$ cat src/rtl/instruction_fetch_if.sv
// Instruction memory request/acknowledge bus between the fetch unit (master)
// and instruction memory (slave).
interface instruction_fetch_if #(
    parameter int XLEN = 32
);
    logic            imem_req;
    logic [XLEN-1:0] imem_addr;
    logic            imem_ack;
    logic [31:0]     imem_rdata;

    modport master (
        output imem_req,
        output imem_addr,
        input  imem_ack,
        input  imem_rdata
    );

    modport slave (
        input  imem_req,
        input  imem_addr,
        output imem_ack,
        output imem_rdata
    );
endinterface

$ cat src/rtl/instruction_fetch.sv
// Fetch unit: holds the architectural PC, fetches one word per fetch phase over
// the imem req/ack bus and presents registered inst/PC values to decode.
// Redirects that arrive while a fetch is outstanding are parked in a single
// pending slot (last one wins) and take effect when that fetch completes.
module instruction_fetch #(
    parameter int              XLEN         = 32,
    parameter logic [XLEN-1:0] RESET_VECTOR = '0,
    parameter logic [31:0]     NOP_INST     = 32'h0000_0013
) (
    input  logic                       clk,
    input  logic                       rst,
    input  logic                       phase_fetch,
    input  logic                       redirect_valid,
    input  logic [XLEN-1:0]            redirect_pc,
    instruction_fetch_if.master        imem,
    output logic [31:0]                inst,
    output logic [XLEN-1:0]            curr_pc_fd,
    output logic [XLEN-1:0]            next_pc_fd,
    output logic                       fetch_done,
    output logic                       stall_fetch
);

    typedef enum logic [1:0] {
        IDLE = 2'd0,
        REQ  = 2'd1,
        DONE = 2'd2
    } state_t;

    localparam logic [XLEN-1:0] PC_STEP    = XLEN'(4);
    localparam logic [XLEN-1:0] ALIGN_MASK = ~XLEN'(3);

    state_t          state_q, state_d;
    logic [XLEN-1:0] pc_q, pc_d;
    logic [XLEN-1:0] addr_q, addr_d;
    logic            pend_vld_q, pend_vld_d;
    logic [XLEN-1:0] pend_pc_q, pend_pc_d;
    logic [31:0]     inst_q, inst_d;
    logic [XLEN-1:0] curr_q, curr_d;
    logic [XLEN-1:0] next_q, next_d;

    logic [XLEN-1:0] redir_aligned;
    logic [XLEN-1:0] addr_plus4;

    assign redir_aligned = redirect_pc & ALIGN_MASK;
    assign addr_plus4    = addr_q + PC_STEP;

    // Next-state and datapath update for the IDLE -> REQ -> DONE fetch sequence
    always_comb begin
        state_d    = state_q;
        pc_d       = pc_q;
        addr_d     = addr_q;
        pend_vld_d = pend_vld_q;
        pend_pc_d  = pend_pc_q;
        inst_d     = inst_q;
        curr_d     = curr_q;
        next_d     = next_q;

        unique case (state_q)
            IDLE: begin
                if (redirect_valid) begin
                    pc_d = redir_aligned;
                end
                if (phase_fetch) begin
                    // A redirect in the same cycle wins over the held PC.
                    addr_d  = redirect_valid ? redir_aligned : pc_q;
                    state_d = REQ;
                end
            end
            REQ: begin
                // The outstanding address is never touched; redirects are parked.
                if (redirect_valid) begin
                    pend_vld_d = 1'b1;
                    pend_pc_d  = redir_aligned;
                end
                if (imem.imem_ack) begin
                    inst_d     = imem.imem_rdata;
                    curr_d     = addr_q;
                    next_d     = addr_plus4;
                    if (redirect_valid) begin
                        pc_d = redir_aligned;
                    end else if (pend_vld_q) begin
                        pc_d = pend_pc_q;
                    end else begin
                        pc_d = addr_plus4;
                    end
                    pend_vld_d = 1'b0;
                    state_d    = DONE;
                end
            end
            DONE: begin
                if (redirect_valid) begin
                    pc_d = redir_aligned;
                end
                state_d = IDLE;
            end
            default: begin
                state_d = IDLE;
            end
        endcase
    end

    // State and datapath registers; reset restores the post-reset architectural view
    always_ff @(posedge clk) begin
        if (rst) begin
            state_q    <= IDLE;
            pc_q       <= RESET_VECTOR;
            addr_q     <= RESET_VECTOR;
            pend_vld_q <= 1'b0;
            pend_pc_q  <= RESET_VECTOR;
            inst_q     <= NOP_INST;
            curr_q     <= RESET_VECTOR;
            next_q     <= RESET_VECTOR;
        end else begin
            state_q    <= state_d;
            pc_q       <= pc_d;
            addr_q     <= addr_d;
            pend_vld_q <= pend_vld_d;
            pend_pc_q  <= pend_pc_d;
            inst_q     <= inst_d;
            curr_q     <= curr_d;
            next_q     <= next_d;
        end
    end

    // Outputs are either registers or decoded directly from the state
    always_comb begin
        imem.imem_req  = (state_q == REQ);
        imem.imem_addr = addr_q;
        stall_fetch    = (state_q == REQ);
        fetch_done     = (state_q == DONE);
        inst           = inst_q;
        curr_pc_fd     = curr_q;
        next_pc_fd     = next_q;
    end

endmodule
$ cat src/flat_wrapper.sv
// flat-port wrapper written by rule: the top's interface ports become plain ports
module instruction_fetch_flat 
#(
    parameter int              XLEN         = 32,
    parameter logic [XLEN-1:0] RESET_VECTOR = '0,
    parameter logic [31:0]     NOP_INST     = 32'h0000_0013
)
  (clk, rst, phase_fetch, redirect_valid, redirect_pc, inst, curr_pc_fd, next_pc_fd, fetch_done, stall_fetch, imem_imem_req, imem_imem_addr, imem_imem_ack, imem_imem_rdata);
  instruction_fetch_if #(.XLEN(XLEN)) imem_i ();
  input  logic clk;
  input  logic rst;
  input  logic phase_fetch;
  input  logic redirect_valid;
  input  logic [XLEN-1:0] redirect_pc;
  output logic [31:0] inst;
  output logic [XLEN-1:0] curr_pc_fd;
  output logic [XLEN-1:0] next_pc_fd;
  output logic fetch_done;
  output logic stall_fetch;
  output wire logic [$bits(imem_i.imem_req)-1:0] imem_imem_req;
  output wire logic [$bits(imem_i.imem_addr)-1:0] imem_imem_addr;
  input wire logic [$bits(imem_i.imem_ack)-1:0] imem_imem_ack;
  input wire logic [$bits(imem_i.imem_rdata)-1:0] imem_imem_rdata;
  assign imem_imem_req = imem_i.imem_req;
  assign imem_imem_addr = imem_i.imem_addr;
  assign imem_i.imem_ack = imem_imem_ack;
  assign imem_i.imem_rdata = imem_imem_rdata;
  instruction_fetch #(.XLEN(XLEN), .RESET_VECTOR(RESET_VECTOR), .NOP_INST(NOP_INST)) u_core (.clk(clk), .rst(rst), .phase_fetch(phase_fetch), .redirect_valid(redirect_valid), .redirect_pc(redirect_pc), .imem(imem_i), .inst(inst), .curr_pc_fd(curr_pc_fd), .next_pc_fd(next_pc_fd), .fetch_done(fetch_done), .stall_fetch(stall_fetch));
endmodule
$ cat config.mk
export PLATFORM = sky130hd
export DESIGN_NAME = instruction_fetch_flat
export DESIGN_NICKNAME = d
export VERILOG_FILES = /design/src/rtl/instruction_fetch_if.sv /design/src/rtl/instruction_fetch.sv /design/src/flat_wrapper.sv
export SDC_FILE = /design/constraint.sdc
export NUM_CORES = 1
export LEC_CHECK = 0
export ABC_AREA = 1
export BUFFER_PORTS_ARGS = -buffer_cell sky130_fd_sc_hd__buf_2
export CAP_MARGIN = 20
export CORE_MARGIN = 5
export CORE_UTILIZATION = 53
export DETAILED_ROUTE_END_ITERATION = 6
export PLACE_DENSITY_LB_ADDON = 0.05
export REMOVE_ABC_BUFFERS = 1
export SLEW_MARGIN = 20
export SYNTH_ARGS = -nofsm -noshare
export SYNTH_HDL_FRONTEND = slang
export SYNTH_SLANG_ARGS = --single-unit
$ cat constraint.sdc
create_clock -name clk -period 2 [get_ports clk]
set_input_delay 0.1 -clock clk [delete_from_list [all_inputs] [get_ports clk]]
set_output_delay 0.1 -clock clk [all_outputs]
set_load 0.02 [all_outputs]
==> flow_summary.yaml, run 1 <==
place:
  place_congestion: 0.839
  hpwlAfterDp_um: 16200
  port_buffers: 197
  place_inst: 1407
setup_path:
  setup.worst_path.class: "reg2reg"
  worst_reg_to_reg_path_cell_count: 5
  critPathRequiredTime_ns: 2.32
  reg2reg_setup_slack_ns: 0.18
  critPathCaptureType: "flip-flop"
  timing.rr.start: "u_core.state_q[0]$_SDFFE_PP0P_"
  worst_r2r_endpoint: "u_core.state_q[0]$_SDFFE_PP0P_"
  worstPathMaxFanout: 41
  timing.critical_path.from_type: "flip-flop"
  worst-endpoint-arrival_ns: 2.14
floorplanning:
  die_area_um2: 18000
  floorplan.rows: 45
  ios: 200
  initial_utilization_pct: 53.9
  design.core.area_um2: 15100
  die_w_um: 134
  dieHeight_um: 134
flow_run:
  max_cap_violations: 0
synthesis:
  ys_seq_elements: 191
  synth_area_per_inst_um2: 7.67
  synth-seq-area-share_pct: 46.9
  post-synth-top-area-cell: "sky130_fd_sc_hd__dfxtp_1"
  synth_warnings: 0
  ys_top_cells_by_area: "sky130_fd_sc_hd__dfxtp_1, sky130_fd_sc_hd__o21ai_0, sky130_fd_sc_hd__nand2_1"
  synth.top_cells.by_count: "sky130_fd_sc_hd__dfxtp_1, sky130_fd_sc_hd__nand2_1, sky130_fd_sc_hd__o21ai_0"
  synth_most_common_cell: "sky130_fd_sc_hd__dfxtp_1"
  synth.top_cell.area_share_pct: 46.9
  netlist_instances: 1064
  synth_cell_types: 33
  synth-edff-count: 0
  synthFlopType: "sky130_fd_sc_hd__dfxtp_1"
  synthesis.area_um2: 8160
  synthArstFlopShare_pct: 0
clock_network:
  cts_inserted_buffers: 17
  clock_tree.htree_level_count: 4
  clock_tree.root_cell: "sky130_fd_sc_hd__clkbuf_16"
  clock_tree_from_tritoncts: "yes"
  clk_pin_slew_worst_setup_hold_paths_ns: 0.07
  count_of_clock_tree_sinks: 191
  clk_latency_ns: 0.43
  cts.path.max_buffers: 2
timing:
  relSlewSlack_pct: 70.8
  report.final.hold_viol_count: 0
  max_slew.worst_pin.slew_ns: 0.438
  worst_clock_skew_ns: 0.00906
  period_minus_slack_ns: 1.82
  final-setup-viol-count: 0
  finalCritPeriodShare_pct: 91.0
  max_freq_ghz: 0.550
  finalHoldWorstSlack_ns: 0.0106
  report.final.slew_viol_count: 0
  grt_setup_unrepaired: "no"
  totalNegativeSetupSlack_ns: 0
final_layout:
  synthToLayoutAreaGrowth_pct: 29.5
  number_of_non_filler_instances_in_the_completed_layout: 1500
  diodes: 0
  filler_instances: 1275
  layout.nets: 1370
  final_core_utilization_pct: 69.8
  final_layout_size_suffix_gt1_share_pct: 21.9
route:
  num_vias: 8189
  avgViaCountPerCell: 5.46
  antenna_left: 0
  routed_wire_length_per_instance_um: 16.6
  drcViolationCount: 0
  route.final.wire_length_um: 24900
  detail_route.iter0.violations: 713
  count_of_tritonroute_iterations_in_the_first_routing_pass: 5
grt:
  gr-usage-all-layers_pct: 27.6
  gr-total-overflow: 0
  wire_length_of_the_first_global_routing_pass_um: 39800
  largest_net_degree_at_the_start_of_global_routing: 80
  busiest_layer: "met2"
  grt.met2_usage_pct: 44.6
  first_global_vias: 7816
  grtUsageMet1_pct: 37.5
  antenna_found_initial: 0
  use_met3_pct: 5.55
power:
  power.ir.vdd_worst_mv: 0.675
  cellPowerDensity_nw_per_um2: 850
  static-leakage-power_nw: 4.66
  power_mw: 8.98
min_path:
  hold-path-endpoint: "u_core.pend_pc_q[13]$_SDFFE_PP0P_"
  min_delay_path_depth: 3
  hold_path.class: "in2reg"
  hold_start: "redirect_pc[13]"
outcome:
  run_status: "completed"
[through the flow]
| stage | area (um2) | setup slack, ns |
|---|---|---|
| finish | 10600 | 0.180 |
| detailed placement | 9340 | 0.209 |
| floorplan | 7820 | -0.553 |
| global placement | 9340 | 0.222 |
| global route | 10600 | 0.0566 |
| CTS | 10600 | 0.130 |
[report_power, final]
| part | switching (mW) | internal, mW | leakage, nW |
|---|---|---|---|
| registers | 0.147 | 4.01 | 1.56 |
| logic | 0.837 | 0.492 | 2.82 |
| clock network | 1.49 | 2.00 | 0.280 |
[worst max-delay path: stages (launching register included)]
cell,delay (ns)
sky130_fd_sc_hd__dfxtp_1,0.39
sky130_fd_sc_hd__inv_2,0.13
sky130_fd_sc_hd__nand3_1,0.15
sky130_fd_sc_hd__buf_6,0.34
sky130_fd_sc_hd__a21oi_1,0.13
sky130_fd_sc_hd__dlygate4sd3_1,0.57
[kinds of logic after synthesis]
group	after synthesis	share of synthesized area, %
xor gates and xnor gates	8	0.859
and+or+nand+nor	315	16.4
DFF	191	46.9
adders and majority gates	1	0.153
AOI/OAI and AO/OA	385	27.3
buffers and inverters	164	8.43
[sequential cells by signal, indices dropped and copies added, names as in the netlist]
name                   cells
u_core.curr_pc_fd         30
u_core.imem.imem_addr     32
u_core.inst               32
u_core.next_pc_fd         32
u_core.pc_q               32
u_core.pend_pc_q          30
u_core.pend_vld_q          1
u_core.state_q             2
[worst max path at each step]
stage                                             end  slack, ns                                   from
2_1_floorplan  u_core.imem.imem_addr[10]$_SDFFE_PP0P_      -0.55         u_core.state_q[0]$_SDFFE_PP0P_
3_3_place_gp       u_core.next_pc_fd[24]$_SDFFE_PP0P_       0.22  u_core.imem.imem_addr[3]$_SDFFE_PP0P_
3_5_place_dp       u_core.next_pc_fd[24]$_SDFFE_PP0P_       0.21  u_core.imem.imem_addr[3]$_SDFFE_PP0P_
4_1_cts                u_core.state_q[0]$_SDFFE_PP0P_       0.13         u_core.state_q[0]$_SDFFE_PP0P_
5_1_grt                  u_core.pc_q[12]$_SDFFE_PP0P_       0.06  u_core.imem.imem_addr[3]$_SDFFE_PP0P_
6_report               u_core.state_q[0]$_SDFFE_PP0P_       0.18         u_core.state_q[0]$_SDFFE_PP0P_
[area by class of cell]
cell class	count	area, um2	area share (%)
clock buffer	18	439	4.16
timing repair buffer	288	1900	18.0
sequential	191	3820	36.2
tap	188	235	2.23
multi-input combinational	709	3650	34.6
clock inverter	13	164	1.55
inverter	93	349	3.30
[metal layers]
layer,up-vias,wire (um)
li1,4081,-
met1,3764,11200
met2,310,11600
met3,34,1660
met4,0,423
met5,-,0
[placed cells by master, fill, tap and decap left out, types with 3 or more instances in the layout]
master,n
sky130_fd_sc_hd__nand2_2,4
sky130_fd_sc_hd__o22a_1,3
sky130_fd_sc_hd__buf_4,22
sky130_fd_sc_hd__dlygate4sd3_1,62
sky130_fd_sc_hd__buf_12,6
sky130_fd_sc_hd__o31ai_1,19
sky130_fd_sc_hd__inv_2,10
sky130_fd_sc_hd__dfxtp_1,191
sky130_fd_sc_hd__a22o_1,48
sky130_fd_sc_hd__inv_1,81
sky130_fd_sc_hd__nor2_1,65
sky130_fd_sc_hd__nand3_1,40
sky130_fd_sc_hd__a31oi_1,14
sky130_fd_sc_hd__bufinv_16,3
sky130_fd_sc_hd__xor2_1,8
sky130_fd_sc_hd__a21o_1,11
sky130_fd_sc_hd__buf_2,197
sky130_fd_sc_hd__clkbuf_16,17
sky130_fd_sc_hd__nand2_1,187
sky130_fd_sc_hd__clkinvlp_4,5
sky130_fd_sc_hd__a21oi_1,120
sky130_fd_sc_hd__o21ai_0,144
sky130_fd_sc_hd__o21ai_1,21
sky130_fd_sc_hd__nor2_2,5
sky130_fd_sc_hd__nor2_4,9
[what timing repair did]
item,CTS,global route
endpoints found under the hold margin,69,0
resized for setup,0,1
endpoints found under the setup margin,0,1
hold buffers,62,0
buffers inserted,0,0
No activity file was read; power rests on OpenSTA's default activity.
==> run 2: changes to the inputs <==
Settings changed: BUFFER_PORTS_ARGS -buffer_cell sky130_fd_sc_hd__buf_2 to -buffer_cell sky130_fd_sc_hd__buf_4.
==> flow_summary.yaml, run 2 (synthesized netlist as in run 1, its figures left out) <==
min_path:
  hold_path.class: "in2reg"
power:
  static-leakage-power_nw: 4.70
  p_clk_share_pct: 39.6
  cellPowerDensity_nw_per_um2: 837
  sw_frac_of_total_pct: 26.9
  cell_internal_pwr_mw: 6.76
  power_mw: 9.24
  power.ir.vdd_worst_mv: 0.623
  power.combinational.fraction_pct: 15.2
  p_switching_mw: 2.49
  share_seq_of_total_power_pct: 45.2
route:
  avgViaCountPerCell: 5.58
  count_of_tritonroute_iterations_in_the_first_routing_pass: 5
  antenna_left: 0
  drcViolationCount: 0
  num_vias: 8349
  detail_route.iter0.violations: 740
  routed_wire_length_per_instance_um: 17.1
  route.final.wire_length_um: 25500
clock_network:
  clk_pin_slew_worst_setup_hold_paths_ns: 0.07
  clock_tree.root_cell: "sky130_fd_sc_hd__clkbuf_16"
  clock_tree_from_tritoncts: "yes"
  cts.path.max_buffers: 2
  count_of_clock_tree_sinks: 191
  cts_inserted_buffers: 17
  clock_tree.htree_level_count: 4
  clk_latency_ns: 0.43
floorplanning:
  design.core.area_um2: 15100
  die_w_um: 134
  initial_utilization_pct: 53.9
  ios: 200
  die_area_um2: 18000
  floorplan.rows: 45
  dieHeight_um: 134
timing:
  max_slew.worst_pin.slew_ns: 0.886
  totalNegativeSetupSlack_ns: 0
  grt_setup_unrepaired: "no"
  report.final.slew_viol_count: 0
  period_minus_slack_ns: 1.82
  setup_ws_ns: 0.181
  finalCritPeriodShare_pct: 91.0
  report.final.hold_viol_count: 0
  max_freq_ghz: 0.550
  relSlewSlack_pct: 40.8
  final-setup-viol-count: 0
  worst_clock_skew_ns: 0.00736
place:
  preCtsSetupSlack_ns: 0.140
  port_buffers: 197
  place_congestion: 0.843
  hpwlAfterDp_um: 16200
  placedInstanceArea_um2: 9750
grt:
  antenna_found_initial: 0
  gr-total-overflow: 0
  gr-usage-all-layers_pct: 28.0
  largest_net_degree_at_the_start_of_global_routing: 80
  wire_length_of_the_first_global_routing_pass_um: 40500
  first_global_vias: 7893
flow_run:
  max_cap_violations: 0
final_layout:
  layout_commonest_cell: "sky130_fd_sc_hd__buf_4"
  final_cell_mix: "sky130_fd_sc_hd__buf_4, sky130_fd_sc_hd__dfxtp_1, sky130_fd_sc_hd__nand2_1"
  diodes: 0
  finalInstanceArea_um2: 11000
  final_layout_size_suffix_gt1_share_pct: 21.2
  layout.nets: 1364
  synthToLayoutAreaGrowth_pct: 35.3
setup_path:
  timing.critical_path.from_type: "flip-flop"
  cp_common_cell: "sky130_fd_sc_hd__nand2_1"
  critPathRequiredTime_ns: 2.37
  worstPathMaxFanout: 57
  critPathCaptureType: "flip-flop"
  worst-endpoint-arrival_ns: 2.19
  cp_slowest_stage_delay_ns: 0.57
  sequence_of_cells_on_the_critical_path: "inv_2, nand2_1, inv_2, nand2_1, buf_12, nand2_1, a21oi_1, dlygate4sd3_1"
  setup.worst_path.class: "reg2reg"
  cpMaxStageDelayCell: "sky130_fd_sc_hd__dlygate4sd3_1"
outcome:
  run_status: "completed"
[run 2: layer usage]
metal	vias to the layer above	global-route usage, %	part of all wire [%]
met5	-	0	0
met3	50	4.84	7.4
met4	0	9.16	2.3
met2	366	46.2	47
li1	4059	-	-
met1	3874	37.5	43
[run 2: per-stage QoR]
stage                     util, %  hold WS (ns)  instances
after floorplan                 -         0.169        993
after global placement       64.4         0.317       1398
after detailed placement     64.4         0.321       1398
after CTS                    72.9         0.152       1495
after global routing         72.9         0.184       1495
final                        72.9         0.188       1495
[run 2: repair_timing]
item | CTS | global route
setup buffers | 0 | 0
endpoints found under the setup margin | 0 | 2
hold buffers | 65 | 0
resized for setup | 0 | 1
hold endpoints to repair | 74 | 0
[run 2: power groups by stage]
stage | registers (mW) | clock network [mW] | logic (mW)
finish | 4.17 | 3.66 | 1.40
global route | 4.20 | 3.84 | 1.53
CTS | 4.17 | 3.69 | 1.39
detailed placement | 4.25 | 0 | 1.28
global placement | 4.25 | 0 | 1.27
floorplan | 4.36 | 0 | 0.556
[run 2: area by class of cell]
class	count	area, um2
tap	188	235
multi-input combinational	709	3650
sequential	191	3820
timing repair buffer	282	2340
fill	1212	4100
clock buffer	20	457
clock inverter	12	181
inverter	93	349
[run 2: critical path, delay by kind of cell, from the launching register on]
family | cells | cell delay, ns
simple gates | 3 | 0.31
flops | 1 | 0.32
compound gates | 1 | 0.14
buf+inv | 4 | 0.97
[run 2: final timing paths]
check,end,startpoint,slack (ns),depth (start not counted)
max,u_core.pend_pc_q[3]$_SDFFE_PP0P_,u_core.state_q[1]$_SDFFE_PP0P_,0.18,8
min,u_core.pend_pc_q[2]$_SDFFE_PP0P_,redirect_valid,0.19,3
max reg2reg,u_core.pend_pc_q[3]$_SDFFE_PP0P_,u_core.state_q[1]$_SDFFE_PP0P_,0.18,8
min reg2reg,u_core.next_pc_fd[6]$_SDFFE_PP0P_,u_core.next_pc_fd[6]$_SDFFE_PP0P_,0.45,2
==> run 3: changes to the inputs <==
Settings changed: GPL_TIMING_DRIVEN set to 0.
==> flow_summary.yaml, run 3 (synthesized netlist as in run 1, its figures left out) <==
outcome:
  run_status: "completed"
route:
  route.final.wire_length_um: 26200
  avgViaCountPerCell: 5.56
  drcViolationCount: 0
  num_vias: 8262
  detail_route.iter0.violations: 808
  count_of_tritonroute_iterations_in_the_first_routing_pass: 5
  antenna_left: 0
  routed_wire_length_per_instance_um: 17.6
timing:
  relSlewSlack_pct: 39.9
  worst_clock_skew_ns: 0.0112
  report.final.slew_viol_count: 0
  report.final.hold_viol_count: 0
  grt_setup_unrepaired: "no"
  period_minus_slack_ns: 1.83
  max_slew.worst_pin.slew_ns: 0.901
  max_freq_ghz: 0.547
  final-setup-viol-count: 0
  finalCritPeriodShare_pct: 91.4
  setup_ws_ns: 0.171
grt:
  first_global_vias: 7830
  wire_length_of_the_first_global_routing_pass_um: 40400
  antenna_found_initial: 1
  busiest_layer: "met2"
  gr-usage-all-layers_pct: 28.0
  largest_net_degree_at_the_start_of_global_routing: 94
  grt.met2_usage_pct: 47.1
  use_met3_pct: 5.51
  gr-total-overflow: 0
  grtUsageMet1_pct: 36.6
clock_network:
  clk_pin_slew_worst_setup_hold_paths_ns: 0.07
  cts.path.max_buffers: 2
  clk_latency_ns: 0.44
  cts_inserted_buffers: 17
  clock_tree.root_cell: "sky130_fd_sc_hd__clkbuf_16"
  count_of_clock_tree_sinks: 191
  clock_tree_from_tritoncts: "yes"
  clock_tree.htree_level_count: 4
floorplanning:
  die_w_um: 134
  die_area_um2: 18000
  initial_utilization_pct: 53.9
  dieHeight_um: 134
  ios: 200
  design.core.area_um2: 15100
  floorplan.rows: 45
place:
  port_buffers: 197
  hpwlAfterDp_um: 15800
  place_congestion: 0.816
  placedInstanceArea_um2: 9650
  preCtsSetupSlack_ns: -0.909
final_layout:
  finalInstanceArea_um2: 11000
  final_cell_mix: "sky130_fd_sc_hd__buf_4, sky130_fd_sc_hd__dfxtp_1, sky130_fd_sc_hd__nand2_1"
  layout.nets: 1354
  final_layout_size_suffix_gt1_share_pct: 21.0
  synthToLayoutAreaGrowth_pct: 34.3
  layout_commonest_cell: "sky130_fd_sc_hd__buf_4"
setup_path:
  setup.worst_path.class: "reg2reg"
  worst_r2r_endpoint: "u_core.next_pc_fd[24]$_SDFFE_PP0P_"
  worst-endpoint-arrival_ns: 2.15
  critPathCaptureType: "flip-flop"
  timing.rr.start: "u_core.state_q[1]$_SDFFE_PP0P_"
  worstPathMaxFanout: 69
  timing.critical_path.from_type: "flip-flop"
  critPathRequiredTime_ns: 2.32
  worst_reg_to_reg_path_cell_count: 8
  reg2reg_setup_slack_ns: 0.17
min_path:
  hold_start: "redirect_pc[12]"
  hold-path-endpoint: "u_core.pend_pc_q[12]$_SDFFE_PP0P_"
  hold_path.class: "in2reg"
  min_delay_path_depth: 3
power:
  power.ir.vdd_worst_mv: 0.650
  cellPowerDensity_nw_per_um2: 818
  static-leakage-power_nw: 4.63
flow_run:
  max_cap_violations: 0
run 3: cell types whose count changed in the layout (fill, tap and decap cells not counted), sizes merged:
cell / change
buf: -10
dlygate4sd3: -2
clkinv: +1
inv: -3
nor2: +1
bufinv: -2
clkinvlp: +2
diode: +1
clkbuf: +2
run 3: through the flow:
step           hold slack, ns  instances  total power, mW  util (%)  TNS, ns
4_1_cts              0.000343       1482             8.96      72.2        0
3_3_place_gp            0.316       1378             5.46      63.0  -295.80
6_report               0.0154       1485             8.96      72.4        0
5_1_grt                0.0192       1485             9.27      72.4        0
3_5_place_dp            0.324       1382             5.50      63.7   -78.75
2_1_floorplan           0.169        993             4.92         -   -46.07
run 3: layout make-up:
| cell class | count | area [um2] |
|---|---|---|
| well taps | 188 | 235 |
| diodes | 1 | 2.50 |
| clock buffers | 22 | 464 |
| repair inverters | 1 | 7.51 |
| repair buffers | 270 | 2260 |
| multi-input cells | 710 | 3680 |
| flip-flops and latches | 191 | 3830 |
| clock inverters | 9 | 109 |
| inverters | 93 | 368 |
| fillers | 1267 | 4180 |
run 3: per-layer routing:
metal  wire (um)  part of all wire (%)  vias to the layer above
met3        1880                   7.2                       36
met2       12600                    48                      320
met1       11200                    43                     3853
met4         467                   1.8                        0
li1            -                     -                     4053
met5           0                     0                        -
run 3: worst max path at each step:
stage	cells after the start	to	start	slack, ns
after global routing	6	u_core.pc_q[11]$_SDFFE_PP0P_	redirect_valid	0.03
after detailed placement	5	u_core.pc_q[3]$_SDFFE_PP0P_	u_core.state_q[0]$_SDFFE_PP0P_	-0.91
after global placement	5	u_core.imem.imem_addr[6]$_SDFFE_PP0P_	u_core.state_q[0]$_SDFFE_PP0P_	-2.35
final	8	u_core.next_pc_fd[24]$_SDFFE_PP0P_	u_core.state_q[1]$_SDFFE_PP0P_	0.17
after CTS	7	u_core.next_pc_fd[14]$_SDFFE_PP0P_	u_core.state_q[0]$_SDFFE_PP0P_	0.07
after floorplan	5	u_core.imem.imem_addr[10]$_SDFFE_PP0P_	u_core.state_q[0]$_SDFFE_PP0P_	-0.55
run 3: critical path, stage by stage (launching register included):
cell                      delay [ns]
sky130_fd_sc_hd__dfxtp_1        0.31
sky130_fd_sc_hd__inv_2          0.08
sky130_fd_sc_hd__nand2_1        0.11
sky130_fd_sc_hd__nor2_4         0.24
sky130_fd_sc_hd__inv_2          0.10
sky130_fd_sc_hd__nand2_2        0.15
sky130_fd_sc_hd__inv_4          0.15
sky130_fd_sc_hd__buf_16         0.22
sky130_fd_sc_hd__a22o_1         0.28
run 3: repair_timing:
item	CTS	global route
gates resized for setup	8	3
buffers inserted	4	2
endpoints found under the hold margin	71	0
gates cloned	2	0
hold buffers	63	0
pin swaps	2	0
setup endpoints to repair	178	72
run 3: power breakdown:
group          switching, mW  total (mW)  internal [mW]
Combinational          0.835        1.40          0.563
Clock                   1.47        3.37           1.90
Sequential             0.181        4.19           4.01
